`src/rtl/piso_serializer.sv`:
```
// Parallel-in serial-out transmitter: takes a WIDTH-bit word on a valid/ready
// handshake and shifts it out one bit per clock with frame and end-of-word strobes.
module piso_serializer #(
    parameter int WIDTH     = 4,
    parameter bit MSB_FIRST = 1'b1
) (
    input  logic             clk_i,
    input  logic             rst_i,
    input  logic             valid_i,
    input  logic [WIDTH-1:0] data_i,
    output logic             ready_o,
    output logic             ser_o,
    output logic             frame_o,
    output logic             done_o
);

    localparam int CW = (WIDTH > 1) ? $clog2(WIDTH) : 1;
    localparam logic [CW-1:0] CNT_ONE  = CW'(1);
    localparam logic [CW-1:0] CNT_LAST = CW'(WIDTH - 1);

    typedef enum logic {
        IDLE  = 1'b0,
        SHIFT = 1'b1
    } state_t;

    state_t           state_q, state_d;
    logic [WIDTH-1:0] sh_q, sh_d;
    logic [CW-1:0]    cnt_q, cnt_d;
    logic             ser_q, ser_d;
    logic             frame_q, frame_d;
    logic             done_q, done_d;

    logic             accept;
    logic             load_ser;
    logic [WIDTH-1:0] load_sh;
    logic             next_ser;
    logic [WIDTH-1:0] next_sh;

    // Ready only when idle or when the last bit of the current word is on the line.
    assign ready_o = !rst_i && (state_q == IDLE || cnt_q == '0);
    assign accept  = valid_i && ready_o;

    // sh always holds the not-yet-sent bits, aligned so the next one sits at the exit end.
    always_comb begin
        if (MSB_FIRST) begin
            load_ser = data_i[WIDTH-1];
            load_sh  = {data_i[WIDTH-2:0], 1'b0};
            next_ser = sh_q[WIDTH-1];
            next_sh  = {sh_q[WIDTH-2:0], 1'b0};
        end else begin
            load_ser = data_i[0];
            load_sh  = {1'b0, data_i[WIDTH-1:1]};
            next_ser = sh_q[0];
            next_sh  = {1'b0, sh_q[WIDTH-1:1]};
        end
    end

    always_comb begin
        state_d = state_q;
        sh_d    = sh_q;
        cnt_d   = cnt_q;
        ser_d   = 1'b0;
        frame_d = 1'b0;
        done_d  = 1'b0;
        if (accept) begin
            state_d = SHIFT;
            sh_d    = load_sh;
            cnt_d   = CNT_LAST;
            ser_d   = load_ser;
            frame_d = 1'b1;
        end else if (state_q == SHIFT && cnt_q != '0) begin
            sh_d    = next_sh;
            cnt_d   = cnt_q - CNT_ONE;
            ser_d   = next_ser;
            frame_d = 1'b1;
            done_d  = (cnt_q == CNT_ONE);
        end else begin
            state_d = IDLE;
        end
    end

    always_ff @(posedge clk_i) begin
        if (rst_i) begin
            state_q <= IDLE;
            sh_q    <= '0;
            cnt_q   <= '0;
            ser_q   <= 1'b0;
            frame_q <= 1'b0;
            done_q  <= 1'b0;
        end else begin
            state_q <= state_d;
            sh_q    <= sh_d;
            cnt_q   <= cnt_d;
            ser_q   <= ser_d;
            frame_q <= frame_d;
            done_q  <= done_d;
        end
    end

    assign ser_o   = ser_q;
    assign frame_o = frame_q;
    assign done_o  = done_q;

endmodule
```
`config.mk`:
```
export PLATFORM = sky130hd
export DESIGN_NAME = piso_serializer
export DESIGN_NICKNAME = d
export VERILOG_FILES = /design/src/rtl/piso_serializer.sv
export SDC_FILE = /design/constraint.sdc
export NUM_CORES = 1
export LEC_CHECK = 0
export BUFFER_PORTS_ARGS = -buffer_cell sky130_fd_sc_hd__buf_2
export CORE_AREA = 2 2 39 41
export DETAILED_ROUTE_END_ITERATION = 10
export DIE_AREA = 0 0 41 43
export GPL_TIMING_DRIVEN = 0
export PLACE_DENSITY_LB_ADDON = 0.15
export REMOVE_ABC_BUFFERS = 1
export SETUP_SLACK_MARGIN = 0.5
export SLEW_MARGIN = 20
export SYNTH_ARGS = -nofsm -noshare
export SYNTH_HDL_FRONTEND = slang
export SYNTH_SLANG_ARGS = --single-unit
```
`constraint.sdc`:
```
create_clock -name clk_i -period 3.4 [get_ports clk_i]
set_clock_uncertainty 0.05 [all_clocks]
set_input_delay 0.17 -clock clk_i [delete_from_list [all_inputs] [get_ports clk_i]]
set_output_delay 0.17 -clock clk_i [all_outputs]
set_load 0.005 [all_outputs]
```
==> Word level (Yosys, flattened, before mapping) <==
Index checks and enable logic that the tools add are counted.
{ "op_classes": {"bitwise_logic": 2, "mux": 10, "n_div": 0, "reduce_logical": 9, "n_lt_le_gt_ge": 0, "n_mul": 0, "shifts": 0, "n_eq_ne": 2, "n_addsub": 1} }
{ "ops": {"columns": ["op", "count"], "rows": [
  ["2-to-1 mux 4 bit", 2],
  ["2-to-1 mux 1 bit", 6],
  ["2-to-1 mux 2 bit", 2],
  ["nonzero test 2 bit", 2],
  ["logical AND 1 bit", 3],
  ["OR reduction 3 bit", 1],
  ["equality test 2 x 1 -> 1 bit, second input constant", 1],
  ["zero test 2 bit", 1],
  ["inequality test 2 bit, second input constant", 1],
  ["NOT 1 bit", 2],
  ["subtractor 2 x 1 -> 2 bit, second input constant", 1],
  ["zero test 1 bit", 1],
  ["logical OR 1 bit", 1]
]} }
{ "totals": {"latchBits": 0, "ff_bits": 9, "inputBits": 7, "word_cells": 30, "mem_count": 0, "mem_bits_ro": 0, "out_inout_bits": 4, "ram_bits": 0} }

==> Depth between registers and ports, before layout <==
Gate-level depths: netlist (run 1).
{ "logic_depth": {"depth_word": 5, "ltp_mapped": 6, "ltp_nobuf": 5} }

==> Worst setup path before layout (run 1) <==
No wires, ideal clock.
{ "synth_path": {"path_kind": "register -> register", "startpoint": "register cnt_q[0]", "endpoint": "register cnt_q[0]", "stages_incl_launch_ff": 7, "period_less_slack_ps": 1215, "path_buffers": 1, "arrival_time_ps": 1085, "slack_ps": 2185, "path_cell_list": "dfxtp_1 inv_1 ha_1 nor2b_4 buf_6 nor3_2 a211oi_2"} }
{ "synth_between": {"elab_chain_len": 5, "word_cells_on_any_way": 10, "classes_between": "add/sub: 1; mux: 2; reduce/logical: 7"} }
{ "synth_rtl": {"columns": ["item", "line", "text"], "rows": [
  ["start, declared", "28", "logic [CW-1:0] cnt_q, cnt_d;"],
  ["start signal, assigned", "93", "cnt_q <= cnt_d;"],
  ["parallel branches: the longest is 5 deep, another holds subtractor 2 x 1 -> 2 bit", null, null]
]} }
Several ways; the timed one is not identified. The select of a mux whose other input is x is not followed.
A chain may end at the register's enable or synchronous reset.

==> Final worst setup path (run 1) <==
{ "layout_path": {"startpoint": "register cnt_q[0]", "endpoint": "output ready_o"} }
{ "layout_between": {"elab_chain_len": 3} }
{ "layout_rtl": {"columns": ["item", "line", "text"], "rows": [
  ["zero test 2 bit", "40", "assign ready_o = !rst_i && (state_q == IDLE || cnt_q == '0);"],
  ["logical OR 1 bit", "40", null],
  ["logical AND 1 bit", "40", null],
  ["end, declared", "11", "output logic ready_o,"]
]} }
Every way passes these cells.

==> metrics, run 1 <==
Final HPWL DP=492 µm; DRT Wirelength=670 µm; R2R Setup Slk=2.09 ns; EDFF count, synth=0; diodes inserted=0; Post-synth top cells=dfxtp_1, nor2_1, mux2i_1; crit end category=primary output; height of the die=43 µm; crit path from=cnt_q[0]$_SDFFE_PP0P_; share of the synthesized area in the top cell type=0.454; worst min path class=input port to flop; fraction of layout cells with a size suffix above 1=0.388; CTS sink cnt=9; sequential share of the synthesized area=0.454; Tcrit/Tclk final=0.472; R2R Path Start=cnt_q[0]$_SDFFE_PP0P_; cell taking the most area after synthesis=dfxtp_1; Post-Syn Area=397 µm²; synthesized area per cell=10.4 µm²; synth top area cells=dfxtp_1, mux2i_1, a211oi_2; Slew @ Worst Pin=0.246 ns; Worst-path clk slew=0.06 ns; Syn-to-layout area delta=18.6%; maximum VDD drop=0.146 mV; drt via density=4.37; Tot GR Track Use=0.103; global-route wire length before repair=1.12 mm; worst path cell trace=inv_1 > ha_1 > nor2b_4 > nor2_1 > buf_2; Top Ports=11; clock latency on the worst-skew pair=0.25 ns; Final Core Density=0.340; CTS H-Tree Depth=1; WL/cell=10.3 µm; crit-path leading delay family=flip-flops; routability-driven placement congestion ratio=0.681; CP max stage delay=0.40 ns; Startpoint Class=flop; hold path startpoint=data_i[3]; total power draw=0.000235 W; Root Buffer=clkbuf_4; Filler cells=155; area occupied by multi-input gates=186 µm²; Seq cells post-synth=9; PortBufs=10; final cell count without fillers=65; initial antenna violation count=0; clock buffers created by TritonCTS=3; Die W=41 µm; drt initial violations=2; post-cts resize count=0; DRC viols=0; max-slew violation count=0; grt ovf=0; synth unique cells=18; Max-Cap Viols=0; final-report hold violation count=0; post-CTS setup buffers=0; Yosys warning count=0; dpl ws=2.06 ns; outcome=finished clean; core box area=1380 µm²; flip-flop and latch area=180 µm²; ys flop type=dfxtp_1; Max FO, Critical Path=8; crit path kind=flop to primary output; clk buf depth=2; post-layout min period=1.61 ns; post-synthesis cell count=38; largest net degree at the start of global routing=11; post-route setup TNS=0 ns; number of global-route vias before repair=277; drt pass-1 iters=2; DP Cell Count=61; via count=284; hold buffer count at cts=0; Crit path required time=3.18 ns; CTS tree=built; Cell Pwr Density=499 nW/µm²; nets=59; RSZ-0062 raised after global routing=false; site row count=14; Max Freq=0.623 GHz; Slew Limit Headroom=0.835; Final ANT Viol Nets=0; final worst setup slack=1.79 ns; Initial Util=0.287; slowest CP cell=dfxtp_1; count leader, synth=dfxtp_1; WP buf/inv=2; leak pwr=0.210 nW; arrival time at the worst endpoint=1.39 ns; Setup violations, final=0; async set or reset register ratio after synthesis=0; die footprint=1760 µm²
[layout make-up]
cell class,instances,area share
multi-input combinational,24,0.396
sequential,9,0.383
tap,16,0.0426
inverter,2,0.0160
clock buffer,4,0.0559
timing repair buffer,10,0.106
[state kept, by name, summed over array words and instances (netlist names)]
| name | flops |
|---|---|
| done_o | 1 |
| cnt_q | 2 |
| frame_o | 1 |
| ser_o | 1 |
| sh_q | 3 |
| state_q | 1 |
[worst paths after layout]
path / end / cells past startpoint
min: ser_o$_SDFF_PP0_ / 3
min reg2reg: ser_o$_SDFF_PP0_ / 2
max reg2reg: cnt_q[1]$_SDFFE_PP0P_ / 5
max: ready_o / 5
[per-layer routing]
layer | part of all wire | routed length [µm] | global-route usage
met2 | 0.46 | 310 | 0.134
met5 | 0 | 0 | 0
met3 | 0.088 | 59 | 0.0314
met4 | 0 | 0 | 0.100
met1 | 0.45 | 300 | 0.124
[cells by family (layout without fill, tap and decap cells)]
group / after synthesis / in the layout / synth area share
AO/OA/AOI/OAI: 5 / 5 / 0.114
adder cells (fa/ha/maj): 2 / 2 / 0.0631
buffers and inverters: 5 / 16 / 0.0757
flip-flops: 9 / 9 / 0.454
multiplexers: 3 / 3 / 0.0757
AND/OR/NAND/NOR: 14 / 14 / 0.218
[power by group]
group          internal (W)  total [W]  switching [W]
sequential         0.000114   0.000118     0.00000460
clock             0.0000452  0.0000816      0.0000364
combinational     0.0000170  0.0000351      0.0000181
total              0.000176   0.000235      0.0000591
[tightest hold or removal path: stages]
cell and delay (ns):
buf_2 0.10, nand3_1 0.07, a21oi_1 0.06
[per-stage QoR]
step	instance area, µm²	hold WS (ns)
detailed placement	444	0.407
finish	470	0.136
global route	470	0.159
CTS	470	0.127
global placement	444	0.389
floorplan	374	0.185
[cells in the final DEF (no fill, tap or decap)]
master,count
a211oi_1,2
a211oi_2,2
a21oi_1,1
buf_2,10
clkbuf_1,1
clkbuf_4,3
dfxtp_1,9
ha_1,2
inv_1,2
mux2i_1,3
nand2_1,1
nand2b_2,1
nand3_1,1
nor2_1,6
nor2b_4,1
nor3_1,1
nor3_2,2
nor3b_1,1
No activity file was read; power rests on OpenSTA's default activity.
==> run 2, diff against run 1 <==
Clock period 3.4 ns to 1.6 ns, I/O delays scaled along.
==> run 2 against run 1 <==
Combinational power grew to 3.1 times the previous value; cell count is 11% higher; global-route usage increased by 0.81 points; power grew 130%; worst setup slack worse by 1.4 ns; non-clock buffer count is 7 higher; critical path type unchanged; critical endpoint unchanged; largest cell class unchanged.
==> metrics, run 2 (same netlist as run 1, synthesis figures left out) <==
outcome=finished clean (unchanged); Area after DPL=444 µm² (unchanged); Syn-to-layout area delta=36.3% (was 18.6%); Top Ports=11 (unchanged); CTS H-Tree Depth=1 (unchanged); Design Area, Final=541 µm² (was 470 µm²); number of global-route vias before repair=322 (was 277); CTS tree=built (unchanged); die footprint=1760 µm² (unchanged); core box area=1380 µm² (unchanged); final worst setup slack=0.376 ns (was 1.79 ns); final cell count without fillers=72 (was 65); hold buffer count at cts=0 (unchanged); crit end category=primary output (unchanged); commonest cells after routing, fill and taps aside=buf_2, dfxtp_1, buf_4, nor2_1 (was buf_2, dfxtp_1, nor2_1, mux2i_1, clkbuf_4); Setup violations, final=0 (unchanged); height of the die=43 µm (unchanged); Max FO, Critical Path=3 (was 8); crit path kind=flop to primary output (unchanged); WL/cell=10.7 µm (was 10.3 µm); Max Freq=0.817 GHz; clk buf depth=2 (unchanged); site row count=14 (unchanged); Max-Cap Viols=0 (unchanged); DRT Wirelength=770 µm (was 670 µm); Initial Util=0.287 (unchanged); Crit path required time=1.47 ns (was 3.18 ns); Largest regs=sh_q x3, cnt_q x2 (unchanged); Root Buffer=clkbuf_4 (unchanged); Tcrit/Tclk final=0.765; routability-driven placement congestion ratio=0.681 (unchanged); dpl ws=0.280 ns (was 2.06 ns); max-slew violation count=0 (unchanged); DP Cell Count=61 (unchanged); initial antenna violation count=0 (unchanged); commonest non-fill, non-tap cell in the layout=buf_2 (unchanged); CTS sink cnt=9 (unchanged); Top reg by flops=sh_q (unchanged); maximum VDD drop=0.331 mV (was 0.146 mV); drt via density=4.44 (was 4.37); Largest register FFs=3 (unchanged); worst min path class=input port to flop (unchanged); Min Hold Slack=0.0455 ns (was 0.136 ns); Tot GR Track Use=0.111 (was 0.103); via count=320 (was 284); drt pass-1 iters=1 (was 2); final-report hold violation count=0 (unchanged); Slew @ Worst Pin=0.203 ns (was 0.246 ns); Slew Limit Headroom=0.865 (was 0.835); Startpoint Class=flop (unchanged); grt ovf=0 (unchanged); diodes inserted=0 (unchanged); nets=66 (was 59); Final HPWL DP=492 µm (unchanged); clock buffers created by TritonCTS=3 (unchanged); Worst-path clk slew=0.06 ns (about the same); Final ANT Viol Nets=0 (unchanged); Cell Pwr Density=989 nW/µm² (was 499 nW/µm²); RSZ-0062 raised after global routing=true (was false); Die W=41 µm (unchanged); global-route wire length before repair=1.26 mm (was 1.12 mm); largest net degree at the start of global routing=11 (unchanged); arrival time at the worst endpoint=1.09 ns (was 1.39 ns); fraction of layout cells with a size suffix above 1=0.571 (was 0.388); post-route setup TNS=0 ns (unchanged); DRC viols=0 (unchanged); drt initial violations=0 (was 2); post-layout min period=1.22 ns; PortBufs=10 (unchanged); clock latency on the worst-skew pair=0.26 ns (was 0.25 ns); leak pwr=0.246 nW (was 0.210 nW)
==> run 2: cell types whose count changed in the layout (fill, tap and decap cells not counted), sizes merged <==
cell and change:
buf +7
==> run 2: metrics by stage <==
step,utilization,power (W)
floorplan,-,0.000304
global route,0.391,0.000566
finish,0.391,0.000535
global placement,0.321,0.000328
CTS,0.373,0.000532
detailed placement,0.321,0.000332
==> run 2: where the power goes <==
| group | total [W] | switching [W] | internal [W] |
|---|---|---|---|
| clock | 0.000175 | 0.0000786 | 0.0000961 |
| sequential | 0.000251 | 0.00000854 | 0.000243 |
| combinational | 0.000109 | 0.0000488 | 0.0000603 |
==> run 2: cell type report <==
type	instances	area, µm²
Fill cell	148	843
Clock buffer	4	26.3
Sequential cell	9	183
Tap cell	16	20.0
Inverter	2	7.51
Timing Repair Buffer	17	103
Multi-Input combinational cell	24	201
==> run 2: routing by layer <==
layer / track usage / routed length (µm) / vias to the layer above
met5: 0 / 0 / -
met4: 0.100 / 0 / 0
met2: 0.166 / 373 / 9
li1: - / - / 165
met1: 0.117 / 337 / 146
met3: 0.0314 / 59 / 0
==> run 2: final timing paths <==
kind / cells past startpoint / from / to / slack, ns
max: 5 / cnt_q[1]$_SDFFE_PP0P_ / ready_o / 0.38
min: 3 / data_i[3] / ser_o$_SDFF_PP0_ / 0.05
max reg2reg: 6 / cnt_q[1]$_SDFFE_PP0P_ / cnt_q[1]$_SDFFE_PP0P_ / 0.42
min reg2reg: 2 / sh_q[3]$_SDFFE_PP0P_ / ser_o$_SDFF_PP0_ / 0.41
==> run 2: worst max-delay path, stage by stage, from the launching register on <==
cell and delay [ns]:
dfxtp_2 0.34, inv_2 0.05, ha_4 0.16, nor2b_4 0.12, nor2_1 0.05, buf_2 0.12
==> run 2: repair_timing <==
action,CTS,global route
pin swaps,1,3
buffers inserted,4,3
endpoints found under the setup margin,10,9
resized for setup,6,1
gates cloned,0,0
==> run 3, diff against run 2 <==
Clock period 1.6 ns to 1.2 ns, I/O delays scaled along.
==> run 3 against run 2 <==
The flow now finishes with violations (setup timing); sequential share of layout area fell by 1.8 points; worst setup slack lost 0.40 ns; sequential power grew 34%; die area did not move; via count is 0.63% higher; worst hold slack got worse by 0.023 ns; largest power group unchanged; cell count increased by 1.4%.
==> metrics, run 3 (same netlist as run 1, synthesis figures left out) <==
outcome=finished, violations left (was finished clean); violations in the final reports=setup timing; drt initial violations=2 (was 0); commonest cells after routing, fill and taps aside=buf_2, dfxtp_1, buf_4 (was buf_2, dfxtp_1, buf_4, nor2_1); Final HPWL DP=492 µm (unchanged); slowest CP cell=dfxtp_2 (unchanged); drt pass-1 iters=4 (was 1); Net Switching=0.000194 W (was 0.000136 W); DRC viols=0 (unchanged); routability-driven placement congestion ratio=0.681 (unchanged); WP buf/inv=2 (unchanged); number of cells on the critical path=5 (unchanged); Setup crit end=ready_o (unchanged); commonest non-fill, non-tap cell in the layout=buf_2 (unchanged); Top reg by flops=sh_q (unchanged); number of global-route vias before repair=320 (was 322); Crit path required time=1.09 ns (was 1.47 ns); Design Area, Final=572 µm² (was 541 µm²); CTS H-Tree Depth=1 (unchanged); worst min path class=input port to flop (unchanged); Max-Cap Viols=0 (unchanged); Largest regs=sh_q x3, cnt_q x2 (unchanged); crit path from=cnt_q[1]$_SDFFE_PP0P_ (unchanged); diodes inserted=0 (unchanged); arrival time at the worst endpoint=1.11 ns (was 1.09 ns); Setup violations, final=1 (was 0); die footprint=1760 µm² (unchanged); largest net degree at the start of global routing=11 (unchanged); clock latency on the worst-skew pair=0.26 ns (about the same); Cell Pwr Density=1290 nW/µm² (was 989 nW/µm²); clock buffers created by TritonCTS=3 (unchanged); max-slew violation count=0 (unchanged); Die W=41 µm (unchanged); core box area=1380 µm² (unchanged); crit path kind=flop to primary output (unchanged); Max Freq=0.819 GHz; WL/cell=11.4 µm (was 10.7 µm); PortBufs=10 (unchanged); DRT Wirelength=833 µm (was 770 µm); initial antenna violation count=0 (unchanged); Tot GR Track Use=0.112 (was 0.111); reg2reg path depth=6 (unchanged); RSZ-0062 raised after global routing=true (unchanged); Area after DPL=444 µm² (unchanged); height of the die=43 µm (unchanged); Root Buffer=clkbuf_4 (unchanged); clock power share=0.318 (was 0.327); Slew Limit Headroom=0.851 (was 0.865); Tcrit/Tclk final=1.02; total power draw=0.000740 W (was 0.000535 W); Final ANT Viol Nets=0 (unchanged); crit end category=primary output (unchanged); drt via density=4.41 (was 4.44); Max FO, Critical Path=3 (unchanged); R2R Path Start=cnt_q[1]$_SDFFE_PP0P_ (unchanged); site row count=14 (unchanged); final-report hold violation count=0 (unchanged); Initial Util=0.287 (unchanged); Worst-path clk slew=0.06 ns (about the same); leak pwr=0.257 nW (was 0.246 nW); Startpoint Class=flop (unchanged); final worst setup slack=-0.0208 ns (was 0.376 ns); grt ovf=0 (unchanged); Flop pwr share=0.456 (was 0.469); clk buf depth=2 (unchanged); Int Power=0.000545 W (was 0.000399 W); global-route wire length before repair=1.28 mm (was 1.26 mm); Top Ports=11 (unchanged); Slew @ Worst Pin=0.223 ns (was 0.203 ns); CP max stage delay=0.34 ns (about the same); nets=67 (was 66); share of power burned in combinational logic=0.226 (was 0.204); worst path cell trace=inv_2 > ha_4 > nor2b_4 > nor2_1 > buf_2 (unchanged); crit-path leading delay family=flip-flops (unchanged); CTS sink cnt=9 (unchanged); fraction of layout cells with a size suffix above 1=0.632 (was 0.571); via count=322 (was 320); post-layout min period=1.22 ns; maximum VDD drop=0.450 mV (was 0.331 mV); Worst R2R End=cnt_q[1]$_SDFFE_PP0P_ (unchanged); Syn-to-layout area delta=44.2% (was 36.3%); Sw Ratio=0.263 (was 0.254); Largest register FFs=3 (unchanged); CTS tree=built (unchanged); R2R Setup Slk=0.02 ns (was 0.42 ns)
-- run 3: changes by cell type in the layout (fill, tap and decap cells not counted), sizes merged --
cell / delta
buf: +1
-- run 3: final cells by class --
class | instances | area [µm²]
sequential | 9 | 183
inverter | 2 | 7.51
timing repair buffer | 18 | 114
multi-input combinational | 24 | 221
tap | 16 | 20.0
fill | 147 | 812
clock buffer | 4 | 26.3
-- run 3: timing repair --
action | in CTS | in global routing
endpoints found under the hold margin | 0 | 0
gates resized for setup | 6 | 7
endpoints found under the setup margin | 13 | 13
buffers inserted | 4 | 4
hold buffers | 0 | 0
pin swaps | 1 | 4
-- run 3: power by group through the flow --
stage	Sequential [W]	Clock (W)	Combinational, W
global route	0.000338	0.000256	0.000183
CTS	0.000334	0.000242	0.000133
detailed placement	0.000342	0	0.000100
floorplan	0.000341	0	0.0000651
global placement	0.000341	0	0.0000968
finish	0.000337	0.000235	0.000167
-- run 3: how the worst min path moves through the flow --
stage                     startpoint                    end  cells past startpoint
after floorplan                rst_i  cnt_q[0]$_SDFFE_PP0P_                      1
after global placement     data_i[3]       ser_o$_SDFF_PP0_                      3
after detailed placement   data_i[3]       ser_o$_SDFF_PP0_                      3
after CTS                  data_i[3]       ser_o$_SDFF_PP0_                      3
after global routing       data_i[3]       ser_o$_SDFF_PP0_                      3
final                      data_i[3]       ser_o$_SDFF_PP0_                      3
-- run 3: through the flow --
stage / util / setup WS [ns] / setup TNS [ns] / instances / hold WS (ns)
floorplan: - / -0.00979 / -0.0196 / 35 / 0.0746
global placement: 0.321 / -0.0745 / -0.264 / 61 / 0.285
detailed placement: 0.321 / -0.120 / -0.584 / 61 / 0.297
CTS: 0.373 / -0.0128 / -0.0128 / 69 / 0.0168
global route: 0.413 / -0.0700 / -0.173 / 73 / 0.0490
finish: 0.413 / -0.0208 / -0.0208 / 73 / 0.0228
-- run 3: worst min-delay path, stage by stage --
cell and delay (ns):
buf_2 0.10, nand3_1 0.07, a21oi_1 0.06
-- run 3: layer usage --
layer  GRT usage  vias up  wire [µm]
met4       0.100        0          0
li1            -      167          -
met2       0.156        9        411
met5           0        -          0
met1       0.130      146        361
met3      0.0314        0         59
